**src/rtl/serial_adder.sv**
```systemverilog
// rtl/serial_adder.sv - bit-serial WIDTH-bit adder built from two half-adder cells and a carry flop

module half_adder (
  input  logic a_i,
  input  logic b_i,
  output logic sum_o,
  output logic carry_o
);

  assign sum_o   = a_i ^ b_i;
  assign carry_o = a_i & b_i;

endmodule

module serial_adder #(
  parameter int WIDTH = 8
) (
  input  logic             clk,
  input  logic             rst_n,
  input  logic             start,
  input  logic [WIDTH-1:0] a,
  input  logic [WIDTH-1:0] b,
  output logic             busy,
  output logic             done,
  output logic [WIDTH-1:0] sum,
  output logic             carry
);

  // Bit counter is at least one bit wide so WIDTH=1 still has a legal vector.
  localparam int CW = (WIDTH > 1) ? $clog2(WIDTH) : 1;
  localparam logic [CW-1:0] LAST_BIT = CW'(WIDTH - 1);

  typedef enum logic [1:0] {
    IDLE = 2'd0,
    RUN  = 2'd1,
    DONE = 2'd2
  } state_t;

  state_t           state_q, state_d;
  logic [WIDTH-1:0] a_sh_q, a_sh_d;
  logic [WIDTH-1:0] b_sh_q, b_sh_d;
  logic [WIDTH-1:0] s_sh_q, s_sh_d;
  logic             c_q, c_d;
  logic [CW-1:0]    cnt_q, cnt_d;
  logic [WIDTH-1:0] sum_q, sum_d;
  logic             carry_q, carry_d;

  // Full adder on the current LSBs: two half adders, carries ORed.
  logic             ha0_sum, ha0_carry;
  logic             s_bit, ha1_carry;
  logic             c_next;
  logic [WIDTH:0]   s_cat;
  logic [WIDTH-1:0] s_sh_next;

  half_adder u_ha0 (
    .a_i     (a_sh_q[0]),
    .b_i     (b_sh_q[0]),
    .sum_o   (ha0_sum),
    .carry_o (ha0_carry)
  );

  half_adder u_ha1 (
    .a_i     (ha0_sum),
    .b_i     (c_q),
    .sum_o   (s_bit),
    .carry_o (ha1_carry)
  );

  assign c_next    = ha0_carry | ha1_carry;
  // New sum bit enters at the MSB; after WIDTH shifts the LSB sits at bit 0.
  assign s_cat     = {s_bit, s_sh_q};
  assign s_sh_next = s_cat[WIDTH:1];

  // State and datapath registers; reset clears everything, aborting any addition.
  always_ff @(posedge clk or negedge rst_n) begin
    if (!rst_n) begin
      state_q <= IDLE;
      a_sh_q  <= '0;
      b_sh_q  <= '0;
      s_sh_q  <= '0;
      c_q     <= 1'b0;
      cnt_q   <= '0;
      sum_q   <= '0;
      carry_q <= 1'b0;
    end else begin
      state_q <= state_d;
      a_sh_q  <= a_sh_d;
      b_sh_q  <= b_sh_d;
      s_sh_q  <= s_sh_d;
      c_q     <= c_d;
      cnt_q   <= cnt_d;
      sum_q   <= sum_d;
      carry_q <= carry_d;
    end
  end

  // Next-state logic: load on start from IDLE or DONE, one bit per RUN cycle.
  always_comb begin
    state_d = state_q;
    a_sh_d  = a_sh_q;
    b_sh_d  = b_sh_q;
    s_sh_d  = s_sh_q;
    c_d     = c_q;
    cnt_d   = cnt_q;
    sum_d   = sum_q;
    carry_d = carry_q;

    case (state_q)
      IDLE, DONE: begin
        if (start) begin
          a_sh_d  = a;
          b_sh_d  = b;
          c_d     = 1'b0;
          cnt_d   = '0;
          state_d = RUN;
        end else begin
          state_d = IDLE;
        end
      end
      RUN: begin
        a_sh_d = a_sh_q >> 1;
        b_sh_d = b_sh_q >> 1;
        s_sh_d = s_sh_next;
        c_d    = c_next;
        cnt_d  = cnt_q + CW'(1);
        if (cnt_q == LAST_BIT) begin
          sum_d   = s_sh_next;
          carry_d = c_next;
          state_d = DONE;
        end
      end
      default: state_d = IDLE;
    endcase
  end

  assign busy  = (state_q == RUN);
  assign done  = (state_q == DONE);
  assign sum   = sum_q;
  assign carry = carry_q;

endmodule

```
**config.mk**
```make
export PLATFORM = sky130hd
export DESIGN_NAME = serial_adder
export DESIGN_NICKNAME = d
export VERILOG_FILES = /design/src/rtl/serial_adder.sv
export SDC_FILE = /design/constraint.sdc
export NUM_CORES = 1
export LEC_CHECK = 0
export ABC_CLOCK_PERIOD_IN_PS = 1530
export CORE_UTILIZATION = 50
export CTS_CLUSTER_DIAMETER = 200
export CTS_CLUSTER_SIZE = 30
export DETAILED_ROUTE_END_ITERATION = 10
export PLACE_DENSITY = 0.77
export SLEW_MARGIN = 20
export SYNTH_ARGS = -nofsm -noshare
export SYNTH_HDL_FRONTEND = slang
export SYNTH_SLANG_ARGS = --single-unit
```
**constraint.sdc**
```tcl
create_clock -name clk -period 1.53 [get_ports clk]
set_input_delay 0.2295 -clock clk [delete_from_list [all_inputs] [get_ports clk]]
set_output_delay 0.2295 -clock clk [all_outputs]
set_load 0.02 [all_outputs]
```
==> metrics.md, run 1 <==
| Metric | Value |
|---|---|
| Netlist cell types | `24` |
| Drt pass-1 iters | `2` |
| Chip height | `60.8 microns` |
| Leak Pwr | `1.02 nW` |
| Clock slew at reported path FFs | `0.11 ns` |
| Dpl hpwl | `2310 microns` |
| 1st-iter DRT viols | `24` |
| Clk sinks | `38` |
| Setup CP Type | `flip-flop to primary output` |
| Crit path required time | `1.30 ns` |
| Starting Density | `between 50% and 60%` |
| Synth warn | `0` |
| Htree depth | `2` |
| Top_reg_cell synth | `dfrtp_1` |
| Gpl congestion | `between 0.7 and 0.8` |
| Synth async-reset ratio | `100%` |
| CTS tree | `done` |
| Peak VDD IR | `0.00103 V` |
| Post-Layout Cell Count | `232` |
| Max Clk Rate | `682 MHz` |
| Core area | `approximately 3200 sq um` |
| Switching Power | `1.57 mW` |
| Die Width | `60.8 microns` |
| WHS | `between 0.3 and 0.4 ns` |
| Maximum clock insertion buffer count | `2` |
| Clk_skew | `0.0101 ns` |
| Startpoint Class | `flip-flop` |
| Status | `finished clean` |
| Power Internal | `2.97 mW` |
| Drt wl/cell | `around 14 microns` |
| Final Critical Period | `1.47 ns` |
| Layout cells sized above 1 | `19.7%` |
| DRC | `0` |
| PwrDens | `between 2000 and 2500 nW/um^2` |
| Crit path max fanout | `2` |
| Worst-Margin Slew | `0.447 ns` |
| GRT Util Overall | `between 20% and 30%` |
| Area Growth Syn to Fin | `28.4%` |
| Max-slew violation count | `0` |
| Crit-path slowest cell | `dfrtp_1` |
| FP Rows | `20` |
| CP Cell Sequence | `nand2b_2, inv_6, clkdlybuf4s15_2` |
| Buffers & Inverters on Critical Path | `2` |
| Sequential area share after synthesis | `55.0%` |
| Sw frac | `between 30% and 40%` |
| RSZ-0062 raised after global routing | `false` |
| Yosys top cell area share | `55.0%` |
| Grt ovf | `0` |
| Final cycle utilization of the critical path | `95.8%` |
| Die ar. | `approximately 3700 sq um` |
| Nets | `209` |
| Antenna cell count | `0` |
| Dominant cells by area after synthesis | `dfrtp_1, mux2_4, nand2_1, mux2i_1, nor2b_1` |
| Reg power frac | `39.4%` |
| Max stage delay on crit path | `0.38 ns` |
| Yosys reg bits | `38` |
| Syn nets | `172` |
| Largest area contributor in the netlist | `dfrtp_1` |
| # setup viols final | `0` |
| Slew Limit Headroom | `70.2%` |
| Logic gate share of total power | `between 40 and 50%` |
| Root Driver | `clkbuf_4` |
| Largest net degree at the start of global routing | `22` |
| CTS Buf Count | `5` |
| Antenna Nets Post-Route | `0` |
| First-pass GRT wire length | `5440 microns` |
| CP top delay family | `flip-flops` |
| Port Buffers | `29` |
| Max-Cap Viols | `0` |
| Final TNS setup | `0 ns` |
| Critical Path AT | `1.24 ns` |
| Initial antenna violation count | `0` |
| Worst-Skew Late Latency | `between 0.3 and 0.4 ns` |
| Vias/cell | `5.23` |
| Vias in the first global route | `1207` |
| Number of flops mapped to enable cells by yosys | `0` |
| Placed cell count | `223` |
| Final Hold Viols | `0` |
| Kind of end point of the critical path | `primary output` |
| Hold crit path type | `primary input to async pin` |
| Post-synthesis cell area | `~1700 sq um` |
| Total number of vias | `1214` |
| Cells after Synth | `150` |
| IO Pins | `30` |
| Avg Cell Area, Syn | `between 10 and 15 sq um` |
| Clock share of power | `19.3%` |
| DRT Wirelength | `approximately 3200 microns` |
==> power groups by stage <==
stage / sequential [mW] / combinational [mW] / clock, mW
detailed placement: 1.82 / 1.95 / 0
CTS: 1.79 / 1.88 / 0.900
finish: 1.79 / 1.88 / 0.877
global placement: 1.78 / 1.87 / 0
global route: 1.85 / 2.10 / 0.943
floorplan: 1.87 / 1.28 / 0
==> registers in the layout, summed over array words and instances (netlist names) <==
name / flops
carry: 1
state_q: 2
s_sh_q: 7
sum: 8
cnt_q: 3
c_q: 1
b_sh_q: 8
a_sh_q: 8
==> final timing paths <==
kind / end / slack [ns] / startpoint / cells after the start
max reg2reg: sum[2] / 0.09 / state_q[1] / 5
min: b_sh_q[2] / 0.36 / rst_n / 2
max: busy / 0.06 / state_q[1] / 3
min in group clk: b_sh_q[4] / 0.47 / b[4] / 3
max in group asynchronous: s_sh_q[7] / 0.71 / rst_n / 3
min reg2reg: s_sh_q[1] / 0.50 / s_sh_q[1] / 2
==> synthesized netlist by cell type, drive strengths merged (5+ instances only) <==
cell,number
a211oi,6
a21oi,6
a22o,5
buf,8
dfrtp,38
mux2,12
mux2i,7
nand2,22
nor2,10
nor2b,8
nor3,8
o22ai,8
==> layout make-up <==
class / instances / area [sq um]
Tap cell: 44 / 55.1
Timing Repair Buffer: 39 / 367
Clock inverter: 2 / 60.1
Clock buffer: 6 / 51.3
Multi-Input combinational cell: 101 / 723
Fill cell: 251 / 958
Sequential cell: 38 / 951
Inverter: 2 / 12.5
==> logic make-up (layout without fill, tap and decap cells) <==
group / after synthesis / count (layout) / share of synthesized area [%]
flops: 38 / 38 / 55.0
compound gates: 27 / 27 / 10.3
buf+inv: 11 / 49 / 3.62
fa+ha+maj: 3 / 3 / 2.60
xor+xnor: 1 / 1 / 0.507
simple gates: 51 / 51 / 14.1
mux: 19 / 19 / 13.8
==> per-stage QoR <==
stage	setup slack [ns]	utilization, %	power [mW]	cell area, sq um
2_1_floorplan	0.127	-	3.14	1730
3_3_place_gp	0.0869	66.1	3.65	2100
3_5_place_dp	0.0210	66.1	3.77	2100
4_1_cts	0.0259	69.6	4.57	2210
5_1_grt	0.000775	69.8	4.90	2220
6_report	0.0642	69.8	4.54	2220
==> placed cells by master (no fill, tap or decap), drive strengths merged, types with 6 or more instances in the layout <==
cell type | netlist | final
mux2 | 12 | 12
nor2 | 10 | 10
o22ai | 8 | 8
a21oi | 6 | 6
clkdlybuf4s50 | 0 | 17
mux2i | 7 | 7
dfrtp | 38 | 38
buf | 8 | 10
nor2b | 8 | 8
clkbuf | 1 | 6
dlygate4sd2 | 0 | 9
a211oi | 6 | 6
nand2 | 22 | 22
nor3 | 8 | 8
==> worst reg2reg max path: cells and delay by family (launching register included) <==
family                 cells  cell delay, ns
DFF                        1            0.38
and+or+nand+nor            2            0.34
buffers and inverters      2            0.30
muxes                      1            0.32
==> per-layer routing <==
layer  track usage, %  vias up  wire, microns
met4             7.79        0             45
met2             37.2       26           1640
met5                0        -              0
met1             23.3      585           1430
li1                 -      598              -
met3             6.40        5            131
==> timing repair <==
action / CTS / global route
hold buffers: 1 / 0
endpoints found under the hold margin: 17 / 0
setup endpoints to repair: 11 / 3
resized for setup: 15 / 3
pin swaps: 0 / 0
setup buffers: 0 / 0
No activity file was read; power rests on OpenSTA's default activity.
==> inputs of run 2 (changes only) <==
Settings changed: CORE_UTILIZATION 50 to 30, PLACE_DENSITY 0.77 to 0.51, SKIP_CTS_REPAIR_TIMING set to 1.
==> run 2 against run 1 <==
Net effect: final area is 2.3% higher; sequential share of layout area is 0.94 points lower; routed wire length is 6.3% higher.
==> metrics.md, run 2 (same netlist as run 1, synthesis figures left out) <==
| Metric | Value |
|---|---|
| Area Growth Syn to Fin | `31.3%` |
| DRC | `0 (unchanged)` |
| Htree depth | `2 (unchanged)` |
| CP top delay family | `buffers and inverters` |
| Reg power frac | `40.2% (+0.8 points)` |
| Total number of vias | `1201 (-1.1%)` |
| Sw frac | `36.0% (+1.4 points)` |
| Buffers & Inverters on Critical Path | `1 (-1)` |
| Worst-Margin Slew | `0.405 ns (-0.0426 ns)` |
| FP Rows | `27 (+35%)` |
| Root Driver | `clkbuf_8` |
| Worst R2R Setup Slack | `0.06 ns (-0.03 ns)` |
| Clk_skew | `0.00448 ns (-0.00559 ns)` |
| RSZ-0062 raised after global routing | `false` |
| Switching Power | `1.61 mW (+2.2%)` |
| Port Buffers | `29 (unchanged)` |
| Drt wl/cell | `13.2 microns (-5.5%)` |
| Startpoint Class | `flip-flop` |
| Slew Limit Headroom | `73.0% (+2.8 points)` |
| Gpl congestion | `0.712 (-9.1%)` |
| Placed cell count | `252 (+13%)` |
| GRT Util Overall | `13.0% (-7.8 points)` |
| Core area | `5540 sq um (+74%)` |
| Die Width | `77.9 microns (+28%)` |
| Maximum clock insertion buffer count | `2 (unchanged)` |
| CTS tree | `done` |
| Max Clk Rate | `679 MHz (-0.52%)` |
| Antenna Nets Post-Route | `0 (unchanged)` |
| CTS Buf Count | `5 (unchanged)` |
| DRT Wirelength | `3450 microns (+6.3%)` |
| Commonest non-fill, non-tap cell in the layout | `dfrtp_1` |
| Leak Pwr | `1.09 nW (+6.2%)` |
| Initial antenna violation count | `0 (unchanged)` |
| Crit path required time | `1.30 ns (about the same)` |
| Final cycle utilization of the critical path | `96.3% (+0.50 points)` |
| Status | `finished clean` |
| Peak VDD IR | `0.000783 V (-24%)` |
| # setup viols final | `0 (unchanged)` |
| Clock slew at reported path FFs | `0.08 ns (-0.03 ns)` |
| Clk sinks | `38 (unchanged)` |
| Setup CP Type | `flip-flop to primary output` |
| Final TNS setup | `0 ns (unchanged)` |
| Vias in the first global route | `1271 (+5.3%)` |
| Worst-Skew Late Latency | `0.29 ns (-0.06 ns)` |
| Power Internal | `2.85 mW (-3.8%)` |
| Clock share of power | `16.1% (-3.2 points)` |
| Post-Layout Cell Count | `261 (+13%)` |
| Final Hold Viols | `0 (unchanged)` |
| Most frequent cells in the layout | `dfrtp_1, nand2_1, clkdlybuf4s50_1` |
| Die ar. | `6070 sq um (+64%)` |
| Max-Cap Viols | `0 (unchanged)` |
| Max stage delay on crit path | `0.60 ns (+0.22 ns)` |
| Vias/cell | `4.60 (-12%)` |
| IO Pins | `30 (unchanged)` |
| PwrDens | `1970 nW/um^2 (-3.9%)` |
| Chip height | `77.9 microns (+28%)` |
| Critical Path AT | `1.24 ns (about the same)` |
| Dpl hpwl | `2400 microns (+3.7%)` |
| Logic gate share of total power | `43.7% (+2.4 points)` |
| CP Cell Sequence | `clkdlybuf4s50_1` |
| Starting Density | `31.2% (-23 points)` |
| Crit path max fanout | `2 (unchanged)` |
| Drt pass-1 iters | `4 (+2)` |
| Total power | `4.46 mW (-1.7%)` |
| Max-slew violation count | `0 (unchanged)` |
| Grt ovf | `0 (unchanged)` |
| Antenna cell count | `0 (unchanged)` |
| 1st-iter DRT viols | `47 (+96%)` |
| Hold crit path type | `primary input to async pin` |
| Layout cells sized above 1 | `18.0% (-1.7 points)` |
| Kind of end point of the critical path | `primary output` |
| Nets | `210 (+0.48%)` |
| Final design utilization | `41.0% (-29 points)` |
| Largest net degree at the start of global routing | `23 (+4.5%)` |
| Crit-path slowest cell | `clkdlybuf4s50_1` |
| Final Critical Period | `1.47 ns (+0.00759 ns)` |
| First-pass GRT wire length | `6050 microns (+11%)` |
[run 2: changes by cell type in the layout (fill, tap and decap cells not counted), sizes merged]
cell,change
buf,+1
bufinv,-2
dlygate4sd2,-9
dlymetal6s2s,+8
clkdlybuf4s15,-2
clkinv,+1
clkinvlp,+1
clkdlybuf4s50,+3
[run 2: worst paths after layout]
check                          start        end  cells after the start
max                           sum[6]     sum[6]                      1
min                            rst_n      carry                      2
max reg2reg                      c_q        c_q                      3
min reg2reg                s_sh_q[1]  s_sh_q[1]                      2
max in group asynchronous      rst_n  a_sh_q[0]                      3
min in group clk           s_sh_q[1]  s_sh_q[1]                      2
[run 2: layout make-up]
type / count / area [sq um]
clock inverter: 2 / 12.5
tap: 72 / 90.1
clock buffer: 6 / 82.6
fill: 562 / 3270
sequential: 38 / 951
multi-input combinational: 101 / 718
inverter: 2 / 12.5
timing repair buffer: 40 / 403
[run 2: stage by stage]
stage | area [sq um] | worst slack, ns | hold slack [ns]
after floorplan | 1730 | 0.127 | -0.0661
after global placement | 2140 | 0.0505 | 0.183
after detailed placement | 2140 | 0.0623 | 0.186
after CTS | 2240 | -0.268 | -0.132
after global routing | 2270 | 0.00678 | 0.425
final | 2270 | 0.0566 | 0.395
[run 2: power by group through the flow]
stage	Combinational [mW]	Clock, mW	Sequential, mW
floorplan	1.28	0	1.87
global placement	1.93	0	1.79
detailed placement	1.99	0	1.82
CTS	1.99	0.750	1.80
global route	2.16	0.806	1.86
finish	1.95	0.717	1.80
[run 2: metal layers]
metal	vias up	global-route usage, %	share of wire [%]	wire length (microns)
met5	-	0	0	0
met4	0	3.33	1.0	36
met3	4	4.47	5.3	182
met2	32	20.7	46	1590
met1	571	16.9	47	1640
li1	594	-	-	-
